[src/rtl/sd_cmd_queue_engine_if.sv]
// Bus bundle for sd_cmd_queue_engine: command push, CMD pin, response handshake and status.
// With SD_CMD_ABORT_EN defined the bundle also carries cmd_abort.
interface sd_cmd_queue_engine_if #(
   parameter int QUEUE_DEPTH = 4
);
   localparam int LW = $clog2(QUEUE_DEPTH) + 1;

   logic          sd_clk_en;
   logic          cmd_valid;
   logic          cmd_ready;
   logic [5:0]    cmd_index;
   logic [31:0]   cmd_argument;
   logic [1:0]    resp_type;
   logic          crc_check_en;
   logic          index_check_en;
   logic          cmd_pin_in;
   logic          cmd_pin_out;
   logic          cmd_pin_oe;
   logic [127:0]  response;
   logic          resp_valid;
   logic          resp_ack;
   logic [3:0]    err_status;
   logic          busy;
   logic [LW-1:0] queue_level;
`ifdef SD_CMD_ABORT_EN
   logic          cmd_abort;

   modport slave (
      input  sd_clk_en, cmd_valid, cmd_index, cmd_argument, resp_type, crc_check_en,
             index_check_en, cmd_pin_in, resp_ack, cmd_abort,
      output cmd_ready, cmd_pin_out, cmd_pin_oe, response, resp_valid, err_status, busy,
             queue_level
   );
   modport master (
      output sd_clk_en, cmd_valid, cmd_index, cmd_argument, resp_type, crc_check_en,
             index_check_en, cmd_pin_in, resp_ack, cmd_abort,
      input  cmd_ready, cmd_pin_out, cmd_pin_oe, response, resp_valid, err_status, busy,
             queue_level
   );
`else
   modport slave (
      input  sd_clk_en, cmd_valid, cmd_index, cmd_argument, resp_type, crc_check_en,
             index_check_en, cmd_pin_in, resp_ack,
      output cmd_ready, cmd_pin_out, cmd_pin_oe, response, resp_valid, err_status, busy,
             queue_level
   );
   modport master (
      output sd_clk_en, cmd_valid, cmd_index, cmd_argument, resp_type, crc_check_en,
             index_check_en, cmd_pin_in, resp_ack,
      input  cmd_ready, cmd_pin_out, cmd_pin_oe, response, resp_valid, err_status, busy,
             queue_level
   );
`endif
endinterface

[src/rtl/sd_cmd_queue_engine.sv]
// Queued SD CMD-line engine: serialises 48-bit command frames and collects none/48/136-bit
// responses with timeout/CRC/end-bit/index checks. SD_CMD_ABORT_EN adds a cmd_abort input.
//
// state | meaning
// IDLE  | waiting for a queued command with no completion pending
// LOAD  | pop FIFO head, build frame with CRC7
// SEND  | drive frame MSB first on ticks, release line after end bit
// WAIT  | count NCR ticks until response start bit or timeout
// RECV  | shift in remaining response bits
// DONE  | latch response/errors, hold resp_valid until acknowledged
module sd_cmd_queue_engine #(
   parameter int QUEUE_DEPTH = 4,
   parameter int NCR_MAX     = 64
) (
   input logic                  i_clock,
   input logic                  i_reset,
   sd_cmd_queue_engine_if.slave bus
);
   localparam int AW = $clog2(QUEUE_DEPTH);
   localparam int LW = AW + 1;
   localparam int NW = $clog2(NCR_MAX + 1);

   typedef enum logic [2:0] {
      S_IDLE, S_LOAD, S_SEND, S_WAIT, S_RECV, S_DONE
   } state_t;

   state_t        r_state;
   logic [41:0]   r_q_mem [QUEUE_DEPTH];
   logic [AW-1:0] r_wr_ptr;
   logic [AW-1:0] r_rd_ptr;
   logic [LW-1:0] r_level;
   logic [5:0]    r_cur_idx;
   logic [1:0]    r_cur_type;
   logic          r_cur_crc_en;
   logic          r_cur_ichk;
   logic [47:0]   r_tx;
   logic [5:0]    r_bit_cnt;
   logic [NW-1:0] r_ncr;
   logic [127:0]  r_rx;
   logic [7:0]    r_rx_cnt;
   logic [6:0]    r_rx_crc;
   logic          r_timeout;
   logic          r_out;
   logic          r_oe;
   logic          r_resp_valid;
   logic [127:0]  r_response;
   logic [3:0]    r_err;

   logic          w_ready;
   logic          w_push;
   logic          w_pop;
   logic          w_abort;
   logic [41:0]   w_head;
   logic [39:0]   w_frame_body;
   logic          w_is136;
   logic          w_crc_window;
   logic          w_end_err;
   logic          w_crc_err;
   logic          w_idx_err;
   logic [127:0]  w_resp;

   function automatic logic [6:0] f_crc7_step(input logic [6:0] c, input logic b);
      logic       fb;
      logic [6:0] n;
      fb = c[6] ^ b;
      n  = {c[5:0], 1'b0};
      if (fb) n = n ^ 7'h09;
      return n;
   endfunction

   function automatic logic [6:0] f_crc7_40(input logic [39:0] d);
      logic [6:0] c;
      c = '0;
      for (int i = 39; i >= 0; i--) c = f_crc7_step(c, d[i]);
      return c;
   endfunction

`ifdef SD_CMD_ABORT_EN
   assign w_abort = bus.cmd_abort && (r_state != S_IDLE);
`else
   assign w_abort = 1'b0;
`endif

   assign w_ready      = (r_level != LW'(QUEUE_DEPTH));
   assign w_push       = bus.cmd_valid && w_ready;
   assign w_pop        = (r_state == S_LOAD);
   assign w_head       = r_q_mem[r_rd_ptr];
   assign w_frame_body = {2'b01, w_head[41:36], w_head[35:4]};
   assign w_is136      = (r_cur_type == 2'b01);
   // CRC covers frame bits [47:8] (48-bit) or [127:8] (136-bit); r_rx_cnt is the bit position
   assign w_crc_window = (r_rx_cnt >= 8'd8) && (r_rx_cnt <= (w_is136 ? 8'd127 : 8'd47));
   assign w_end_err    = ~r_rx[0];
   assign w_crc_err    = r_cur_crc_en && (r_rx[7:1] != r_rx_crc);
   assign w_idx_err    = r_cur_ichk && !w_is136 && (r_rx[45:40] != r_cur_idx);
   assign w_resp       = w_is136 ? {8'h00, r_rx[127:8]} : {96'h0, r_rx[39:8]};

   always_ff @(posedge i_clock) begin
      if (w_push) r_q_mem[r_wr_ptr] <= {bus.cmd_index, bus.cmd_argument, bus.resp_type,
                                        bus.crc_check_en, bus.index_check_en};
   end

   always_ff @(posedge i_clock) begin
      if (i_reset || w_abort) begin
         r_wr_ptr <= '0;
         r_rd_ptr <= '0;
         r_level  <= '0;
      end else begin
         if (w_push) r_wr_ptr <= r_wr_ptr + AW'(1);
         if (w_pop)  r_rd_ptr <= r_rd_ptr + AW'(1);
         case ({w_push, w_pop})
            2'b10:   r_level <= r_level + LW'(1);
            2'b01:   r_level <= r_level - LW'(1);
            default: ;
         endcase
      end
   end

   always_ff @(posedge i_clock) begin
      if (i_reset || w_abort) begin
         r_state      <= S_IDLE;
         r_out        <= 1'b1;
         r_oe         <= 1'b0;
         r_resp_valid <= 1'b0;
         r_response   <= '0;
         r_err        <= '0;
         r_cur_idx    <= '0;
         r_cur_type   <= '0;
         r_cur_crc_en <= 1'b0;
         r_cur_ichk   <= 1'b0;
         r_tx         <= '0;
         r_bit_cnt    <= '0;
         r_ncr        <= '0;
         r_rx         <= '0;
         r_rx_cnt     <= '0;
         r_rx_crc     <= '0;
         r_timeout    <= 1'b0;
      end else begin
         case (r_state)
            S_IDLE: begin
               if ((r_level != '0) && !r_resp_valid) r_state <= S_LOAD;
            end
            S_LOAD: begin
               r_cur_idx    <= w_head[41:36];
               r_cur_type   <= w_head[3:2];
               r_cur_crc_en <= w_head[1];
               r_cur_ichk   <= w_head[0];
               r_tx         <= {w_frame_body, f_crc7_40(w_frame_body), 1'b1};
               r_bit_cnt    <= 6'd48;
               r_timeout    <= 1'b0;
               r_state      <= S_SEND;
            end
            S_SEND: begin
               if (bus.sd_clk_en) begin
                  if (r_bit_cnt != '0) begin
                     r_out     <= r_tx[47];
                     r_oe      <= 1'b1;
                     r_tx      <= {r_tx[46:0], 1'b0};
                     r_bit_cnt <= r_bit_cnt - 6'd1;
                  end else begin
                     r_out <= 1'b1;
                     r_oe  <= 1'b0;
                     r_ncr <= NW'(NCR_MAX - 1);
                     r_state <= (r_cur_type == 2'b00) ? S_DONE : S_WAIT;
                  end
               end
            end
            S_WAIT: begin
               if (bus.sd_clk_en) begin
                  if (!bus.cmd_pin_in) begin
                     r_rx     <= '0;
                     r_rx_crc <= '0;
                     r_rx_cnt <= w_is136 ? 8'd134 : 8'd46;
                     r_state  <= S_RECV;
                  end else if (r_ncr == '0) begin
                     r_timeout <= 1'b1;
                     r_state   <= S_DONE;
                  end else begin
                     r_ncr <= r_ncr - NW'(1);
                  end
               end
            end
            S_RECV: begin
               if (bus.sd_clk_en) begin
                  r_rx <= {r_rx[126:0], bus.cmd_pin_in};
                  if (w_crc_window) r_rx_crc <= f_crc7_step(r_rx_crc, bus.cmd_pin_in);
                  if (r_rx_cnt == 8'd0) r_state <= S_DONE;
                  else                  r_rx_cnt <= r_rx_cnt - 8'd1;
               end
            end
            S_DONE: begin
               if (!r_resp_valid) begin
                  r_resp_valid <= 1'b1;
                  if (r_timeout) begin
                     r_response <= '0;
                     r_err      <= 4'b0001;
                  end else if (r_cur_type == 2'b00) begin
                     r_response <= '0;
                     r_err      <= 4'b0000;
                  end else begin
                     r_response <= w_resp;
                     r_err      <= {w_idx_err, w_end_err, w_crc_err, 1'b0};
                  end
               end else if (bus.resp_ack) begin
                  r_resp_valid <= 1'b0;
                  r_state      <= S_IDLE;
               end
            end
            default: r_state <= S_IDLE;
         endcase
      end
   end

   assign bus.cmd_ready   = w_ready;
   assign bus.cmd_pin_out = r_out;
   assign bus.cmd_pin_oe  = r_oe;
   assign bus.response    = r_response;
   assign bus.resp_valid  = r_resp_valid;
   assign bus.err_status  = r_err;
   assign bus.busy        = (r_state != S_IDLE);
   assign bus.queue_level = r_level;
endmodule

[src/flat_wrapper.sv]
// flat-port wrapper written by rule: the top's interface ports become plain ports
module sd_cmd_queue_engine_flat 
#(
   parameter int QUEUE_DEPTH = 4,
   parameter int NCR_MAX     = 64
)
  (i_clock, i_reset, bus_sd_clk_en, bus_cmd_valid, bus_cmd_index, bus_cmd_argument, bus_resp_type, bus_crc_check_en, bus_index_check_en, bus_cmd_pin_in, bus_resp_ack, bus_cmd_ready, bus_cmd_pin_out, bus_cmd_pin_oe, bus_response, bus_resp_valid, bus_err_status, bus_busy, bus_queue_level);
  sd_cmd_queue_engine_if #(.QUEUE_DEPTH(QUEUE_DEPTH)) bus_i ();
  input logic i_clock;
  input logic i_reset;
  input wire logic [$bits(bus_i.sd_clk_en)-1:0] bus_sd_clk_en;
  input wire logic [$bits(bus_i.cmd_valid)-1:0] bus_cmd_valid;
  input wire logic [$bits(bus_i.cmd_index)-1:0] bus_cmd_index;
  input wire logic [$bits(bus_i.cmd_argument)-1:0] bus_cmd_argument;
  input wire logic [$bits(bus_i.resp_type)-1:0] bus_resp_type;
  input wire logic [$bits(bus_i.crc_check_en)-1:0] bus_crc_check_en;
  input wire logic [$bits(bus_i.index_check_en)-1:0] bus_index_check_en;
  input wire logic [$bits(bus_i.cmd_pin_in)-1:0] bus_cmd_pin_in;
  input wire logic [$bits(bus_i.resp_ack)-1:0] bus_resp_ack;
  output wire logic [$bits(bus_i.cmd_ready)-1:0] bus_cmd_ready;
  output wire logic [$bits(bus_i.cmd_pin_out)-1:0] bus_cmd_pin_out;
  output wire logic [$bits(bus_i.cmd_pin_oe)-1:0] bus_cmd_pin_oe;
  output wire logic [$bits(bus_i.response)-1:0] bus_response;
  output wire logic [$bits(bus_i.resp_valid)-1:0] bus_resp_valid;
  output wire logic [$bits(bus_i.err_status)-1:0] bus_err_status;
  output wire logic [$bits(bus_i.busy)-1:0] bus_busy;
  output wire logic [$bits(bus_i.queue_level)-1:0] bus_queue_level;
  assign bus_i.sd_clk_en = bus_sd_clk_en;
  assign bus_i.cmd_valid = bus_cmd_valid;
  assign bus_i.cmd_index = bus_cmd_index;
  assign bus_i.cmd_argument = bus_cmd_argument;
  assign bus_i.resp_type = bus_resp_type;
  assign bus_i.crc_check_en = bus_crc_check_en;
  assign bus_i.index_check_en = bus_index_check_en;
  assign bus_i.cmd_pin_in = bus_cmd_pin_in;
  assign bus_i.resp_ack = bus_resp_ack;
  assign bus_cmd_ready = bus_i.cmd_ready;
  assign bus_cmd_pin_out = bus_i.cmd_pin_out;
  assign bus_cmd_pin_oe = bus_i.cmd_pin_oe;
  assign bus_response = bus_i.response;
  assign bus_resp_valid = bus_i.resp_valid;
  assign bus_err_status = bus_i.err_status;
  assign bus_busy = bus_i.busy;
  assign bus_queue_level = bus_i.queue_level;
  sd_cmd_queue_engine #(.QUEUE_DEPTH(QUEUE_DEPTH), .NCR_MAX(NCR_MAX)) u_core (.i_clock(i_clock), .i_reset(i_reset), .bus(bus_i));
endmodule
[config.mk]
export PLATFORM = sky130hd
export DESIGN_NAME = sd_cmd_queue_engine_flat
export DESIGN_NICKNAME = d
export VERILOG_FILES = /design/src/rtl/sd_cmd_queue_engine_if.sv /design/src/rtl/sd_cmd_queue_engine.sv /design/src/flat_wrapper.sv
export SDC_FILE = /design/constraint.sdc
export NUM_CORES = 1
export LEC_CHECK = 0
export CORE_MARGIN = 4
export CORE_UTILIZATION = 55
export DETAILED_ROUTE_END_ITERATION = 12
export PLACE_DENSITY = 0.88
export SLEW_MARGIN = 25
export SYNTH_ARGS = -nofsm -noshare
export SYNTH_HDL_FRONTEND = slang
export SYNTH_SLANG_ARGS = --single-unit
export TNS_END_PERCENT = 100
[constraint.sdc]
create_clock -name i_clock -period 4.03 [get_ports i_clock]
set_clock_uncertainty 0.1 [all_clocks]
set_input_delay 1.0075 -clock i_clock [delete_from_list [all_inputs] [get_ports i_clock]]
set_output_delay 1.0075 -clock i_clock [all_outputs]
set_load 0.005 [all_outputs]
# ---- Yosys cells after proc, flatten, opt, wreduce, memory -nomap -nowiden
# Memory sizes are Yosys's and may differ from the RTL's. A register that Yosys moved wholly into a read port is not among the register bits.
# Index checks and enable logic that the tools add are counted.
dict set report word_totals {
  reg_bits 360
  latchBits 0
  mem_bits_rw 168
  rom_bits 0
  input_bits 48
  out_inout_bits 140
  n_memories 1
}
# name depth width read_ports rd_ports_with_merged_regs wr line
set memory_table {}
lappend memory_table {u_core.r_q_mem 4 42 1 1 1 sd_cmd_queue_engine.sv:28} ;# logic [41:0] r_q_mem [QUEUE_DEPTH];
dict set report op_classes {
  n_addsub 7
  multipliers 0
  div_mod_pow 0
  magnitude_cmp 2
  n_eq_ne 27
  shift 0
  muxes 176
  bitwise 81
  n_reduce_logical 29
}
# cell n
set ops {}
lappend ops {{128-bit two-way mux} 5}
lappend ops {{7-bit two-way mux} 88}
lappend ops {{128-bit case mux with 2 select lines} 1}
lappend ops {{4-bit two-way mux} 42}
lappend ops {{120-bit two-way mux} 1}
lappend ops {{48-bit two-way mux} 2}
lappend ops {{48-bit case mux with 2 select lines} 1}
lappend ops {{2-bit NOT} 40}
lappend ops {{8-bit two-way mux} 5}
lappend ops {{1-bit XOR} 39}
lappend ops {{3-bit two-way mux} 11}
lappend ops {{7-bit case mux with 2 select lines} 2}
lappend ops {{2-bit != test, second input constant} 9}
lappend ops {{3-bit case mux with 6 select lines} 1}
lappend ops {{8-bit case mux with 2 select lines} 1}
lappend ops {{6-bit two-way mux} 2}
lappend ops {{2-bit by 1-bit != test with 1-bit output, second input constant} 6}
lappend ops {{6-bit case mux with 2 select lines} 1}
lappend ops {{5-bit AND reduction} 2}
lappend ops {{2-bit nonzero test} 5}
lappend ops {{1-bit two-way mux} 9}
lappend ops {{9-bit AND reduction} 1}
lappend ops {{8-bit by 4-bit greater-or-equal comparator with 1-bit output, second input constant} 1}
lappend ops {{8-bit less-or-equal comparator} 1}
lappend ops {{31 further kinds} 46}

# ---- Longest topological paths before layout
# Gate-level depths: netlist (run 1).
dict set report logic_depth {
  depth_word 158
  depth_mapped 12
}

# ---- Worst setup path before layout (run 1)
# No wires, ideal clock.
dict set report synth_path {
  path_type {register -> register}
  startpoint {register (tool-made name)}
  endpoint {register u_core.r_tx[5]}
  setup_ns 0.095
  arrival_time_ns 3.094
  path_slack_ns 0.740
  path_stages_with_launch 11
  synth_period_minus_slack_ns 3.290
  cell_sequence {dfxtp_1 > buf_6 > buf_12 > mux4_2 > xnor3_2 > xnor2_1 > xnor3_1 > xor2_1 > xnor2_1 > or4_1 > o311ai_1}
}
# element line
set synth_lines {}
lappend synth_lines {{end signal, assigned} sd_cmd_queue_engine.sv:147} ;# r_tx <= {w_frame_body, f_crc7_40(w_frame_body), 1'b1};
lappend synth_lines {{end signal, assigned} sd_cmd_queue_engine.sv:157} ;# r_tx <= {r_tx[46:0], 1'b0};
lappend synth_lines {{end, declared} sd_cmd_queue_engine.sv:36} ;# logic [47:0] r_tx;

==> results of run 1 <==
## routing by layer
layer	global-route usage	wire [um]	vias up
met1	0.293	18500	7169
li1	-	-	6847
met3	0.0430	3620	93
met4	0.0677	1180	0
met2	0.384	23100	612
met5	0	0	-
## cell usage after synthesis (8+ instances only)
library cell and number:
sky130_fd_sc_hd__dfxtp_1 354, sky130_fd_sc_hd__nor2_1 249, sky130_fd_sc_hd__nand2_1 215, sky130_fd_sc_hd__edfxtp_1 168
sky130_fd_sc_hd__a22oi_1 161, sky130_fd_sc_hd__a21oi_1 136, sky130_fd_sc_hd__clkbuf_1 117, sky130_fd_sc_hd__nand3_1 106
sky130_fd_sc_hd__a311oi_1 41, sky130_fd_sc_hd__xnor2_1 39, sky130_fd_sc_hd__mux4_2 37, sky130_fd_sc_hd__xor2_1 27
sky130_fd_sc_hd__o21ai_0 16, sky130_fd_sc_hd__ha_1 14, sky130_fd_sc_hd__inv_1 14, sky130_fd_sc_hd__nor3_1 13
sky130_fd_sc_hd__buf_1 12, sky130_fd_sc_hd__nand2b_1 12, sky130_fd_sc_hd__buf_4 9, sky130_fd_sc_hd__xnor3_1 8
## cell families after synthesis
| family | after synthesis | share of synthesized area |
|---|---|---|
| AOI/OAI and AO/OA | 378 | 0.125 |
| xor gates and xnor gates | 89 | 0.0533 |
| adders and majority gates | 15 | 0.00965 |
| buffers and inverters | 161 | 0.0338 |
| DFF | 522 | 0.600 |
| muxes | 43 | 0.0482 |
| other | 1 | 0.000185 |
| and+or+nand+nor | 630 | 0.131 |
## how the worst max path moves through the flow
stage / startpoint / slack, ns / depth (start not counted) / end
6_report: flip-flop / 0.17 / 8 / u_core.r_tx[5]$_SDFFE_PP0P_
5_1_grt: flip-flop / 0.02 / 9 / u_core.r_tx[5]$_SDFFE_PP0P_
4_1_cts: flip-flop / 0.19 / 8 / u_core.r_tx[5]$_SDFFE_PP0P_
3_5_place_dp: flip-flop / 0.28 / 8 / u_core.r_tx[1]$_SDFFE_PP0P_
3_3_place_gp: flip-flop / 0.37 / 8 / u_core.r_tx[1]$_SDFFE_PP0P_
2_1_floorplan: flip-flop / 0.74 / 10 / u_core.r_tx[5]$_SDFFE_PP0P_
## stage by stage
step | std cells | util
after floorplan | 1846 | -
final | 2470 | 0.669
after CTS | 2468 | 0.669
after global placement | 2374 | 0.623
after detailed placement | 2374 | 0.623
after global routing | 2469 | 0.669
## state kept, by name, summed over array words and instances (netlist names), 3 cells and up, named ones only
register                count
u_core.r_cur_idx            6
u_core.r_tx                48
u_core.r_rx_crc             7
u_core.r_rx               128
u_core.bus.response       120
u_core.r_state              3
u_core.r_q_mem            168
u_core.bus.err_status       4
u_core.r_rx_cnt             8
u_core.r_bit_cnt            6
u_core.bus.queue_level      3
u_core.r_ncr                7
## cell usage in the layout (no fill, tap or decap), drive strengths merged, types with 35 or more instances in the layout
cell and n:
dfxtp 354, nor2 249, nand2 215, clkdlybuf4s50 178, edfxtp 168, a22oi 161
a21oi 136, nand3 106, clkbuf 74, xnor2 45, mux4 42, a311oi 41
buf 35
## critical path, stage by stage, from the launching register on
cell	delay [ns]
sky130_fd_sc_hd__dfxtp_2	0.59
sky130_fd_sc_hd__mux4_1	0.73
sky130_fd_sc_hd__xnor3_1	0.44
sky130_fd_sc_hd__xor2_1	0.29
sky130_fd_sc_hd__xnor3_1	0.53
sky130_fd_sc_hd__xor2_1	0.31
sky130_fd_sc_hd__xnor2_1	0.16
sky130_fd_sc_hd__or4_1	0.50
sky130_fd_sc_hd__o311ai_1	0.12
## final cells by class
cell class | count | share of cell area
diodes | 2 | 0.000208
clock buffers | 74 | 0.0624
clock inverters | 20 | 0.00656
inverters | 15 | 0.00234
multi-input cells | 1163 | 0.312
flip-flops and latches | 522 | 0.505
well taps | 461 | 0.0240
repair buffers | 213 | 0.0880
## power groups by stage
stage	clock network (mW)	logic (mW)	registers, mW
2_1_floorplan	0	7.76	6.25
3_3_place_gp	0	8.84	6.34
3_5_place_dp	0	9.17	6.38
4_1_cts	4.71	9.26	6.27
5_1_grt	4.94	9.86	6.32
6_report	4.64	9.28	6.28
==> results.txt, run 1 <==
----------------------------------------------------
[STA]
  Final setup TNS ... 0 ns
  Setup slack after layout ... 0.166 ns
  Worst relative slew slack ... 0.380
  FMAX ... 259 MHz
  Worst-margin pin slew ... 0.931 ns
  Setup repair after global routing missed its margin ... no
  Time the final worst path needs with I/O delays and setup ... 3.86 ns
  Count of final hold-check violations ... 0
  Final count of negative-setup-slack endpoints ... 0
  Final clock period utilization by the worst path ... 0.959
  Number of pins with negative max-slew slack in the final report ... 0
  Hold slack ... 0.350 ns

[Floorplan]
  Row cnt ... 69
  DIE WIDTH ... 200 um
  Number of primary I/O pins ... 188
  Die Area ... 0.0399 sq mm
  Die Y ... 200 um
  Core ar. ... 0.0359 sq mm
  Effective utilization at floorplan ... 0.563

[Global route]
  Maximum number of pins on one net before global-route repair ... 128
  Antenna violations before repair ... 1
  Global-route usage over all layers ... 0.224
  Via count of the first global-routing pass ... 13,900
  Total congestion overflow after global routing ... 0
  First-pass GRT wire length ... 72,800 um

[Yosys]
  Netlist cell types ... 58
  Biggest area contributors in the synthesized netlist ... sky130_fd_sc_hd__dfxtp_1, sky130_fd_sc_hd__edfxtp_1, sky130_fd_sc_hd__a22oi_1
  Fraction of registers with async set or reset after synthesis ... 0
  Count of yosys warnings during synthesis ... 0
  Mapped cell area ... 0.0202 sq mm
  Number of register bits inferred by synthesis ... 522
  Synth Instances ... 1,839
  Area share of the largest cell type after synthesis ... 0.350
  Top flip-flop cell by instance count after synthesis ... sky130_fd_sc_hd__dfxtp_1
  Per-instance average area after synthesis ... 11.0 sq um
  Sequential element share of the synthesized area ... 0.600
  Cell taking the most area after synthesis ... sky130_fd_sc_hd__dfxtp_1
  Post-synth EDFFs ... 168

[Routing]
  Detailed Route WL ... 46,400 um
  Routed vias ... 14,700
  Vias/cell ... 5.96
  Antenna-violating nets left ... 0
  Number of iterations in the first detailed-routing pass ... 6
  Routed wire per std cell ... 18.8 um
  Iter 0 DRT Violations ... 1,415
  Post-route DRC violation count ... 0

[Final layout]
  Layout overhead on the synthesized area ... 18.8%
  Share of final-layout standard cells stronger than drive strength 1 ... 0.0917
  Area occupied by multi-input gates ... 0.00750 sq mm
  Fillers ... 2,461
  Final net count ... 2,028
  Post-Layout Inst Area ... 0.0240 sq mm
  Area taken by flip-flops and latches ... 0.0121 sq mm

[Setup path]
  Destination of the worst register-to-register timing path ... u_core.r_tx[5]$_SDFFE_PP0P_
  Startpoint-to-endpoint class of the critical path ... flip-flop to flip-flop
  Largest fanout of any net on the critical path ... 14
  Setup slack, reg-to-reg ... 0.17 ns
  Kind of start point of the critical path ... flip-flop
  Crit path DAT ... 4.24 ns
  CP Data Required Time ... 4.41 ns
  Worst reg2reg path depth ... 8
  CP endpoint kind ... flip-flop

[Run]
  # Max-Cap Violations ... 0

[Power and ir drop]
  Switching pwr ... 6.91 mW
  Static leakage ... 8.20 nW
  Internal power component ... 13.3 mW
  Worst-case vdd ir drop ... 0.00174 V
  Clock Power Share ... 0.230
  Switching power share of the total ... 0.342
  Total power per unit cell area ... 840 mW/mm^2
  Portion of total power attributed to sequential cells ... 0.311
  Share of total power in combinational logic ... 0.460
  Post-layout total power ... 20.2 mW

[Clocking]
  Maximum buffer depth of the clock tree ... 3
  Number of buffers inserted by hold repair at cts ... 0
  Cts repair resizes ... 0
  CTS tree ... yes
  Worst-Skew Late Latency ... 0.58 ns
  CTS H-Tree Depth ... 2
  Clock sink count ... 522
  Number of buffers inserted to repair setup after CTS ... 0
  Number of buffers inserted during clock tree synthesis ... 50
  Buffer cell driving the clock tree root ... sky130_fd_sc_hd__clkbuf_16
  Clock input transition at the sequential cells of the worst setup and hold paths ... 0.06 ns

[Run status]
  Outcome ... completed

[Placement]
  HPWL after DPL ... 29,500 um
  Placed instance area ... 0.0224 sq mm
  # port buffers ... 179
  Final Wtd Congestion ... 0.877
  Pre-CTS WS ... 0.282 ns

[Min path]
  Min-delay worst type ... flip-flop to flip-flop
  Worst hold path depth ... 2
  Critical hold path startpoint ... u_core.bus.response[75]$_SDFFE_PP0P_
  Capture endpoint of the worst hold path ... u_core.bus.response[75]$_SDFFE_PP0P_

----------------------------------------------------
(Power assumes the default switching activity.)
==> run 2, diff against run 1 <==
Settings changed: ABC_CLOCK_PERIOD_IN_PS from default to 4030.
==> results of run 2 <==
No change in the layout: final DEF, timing and power equal those of run 1.
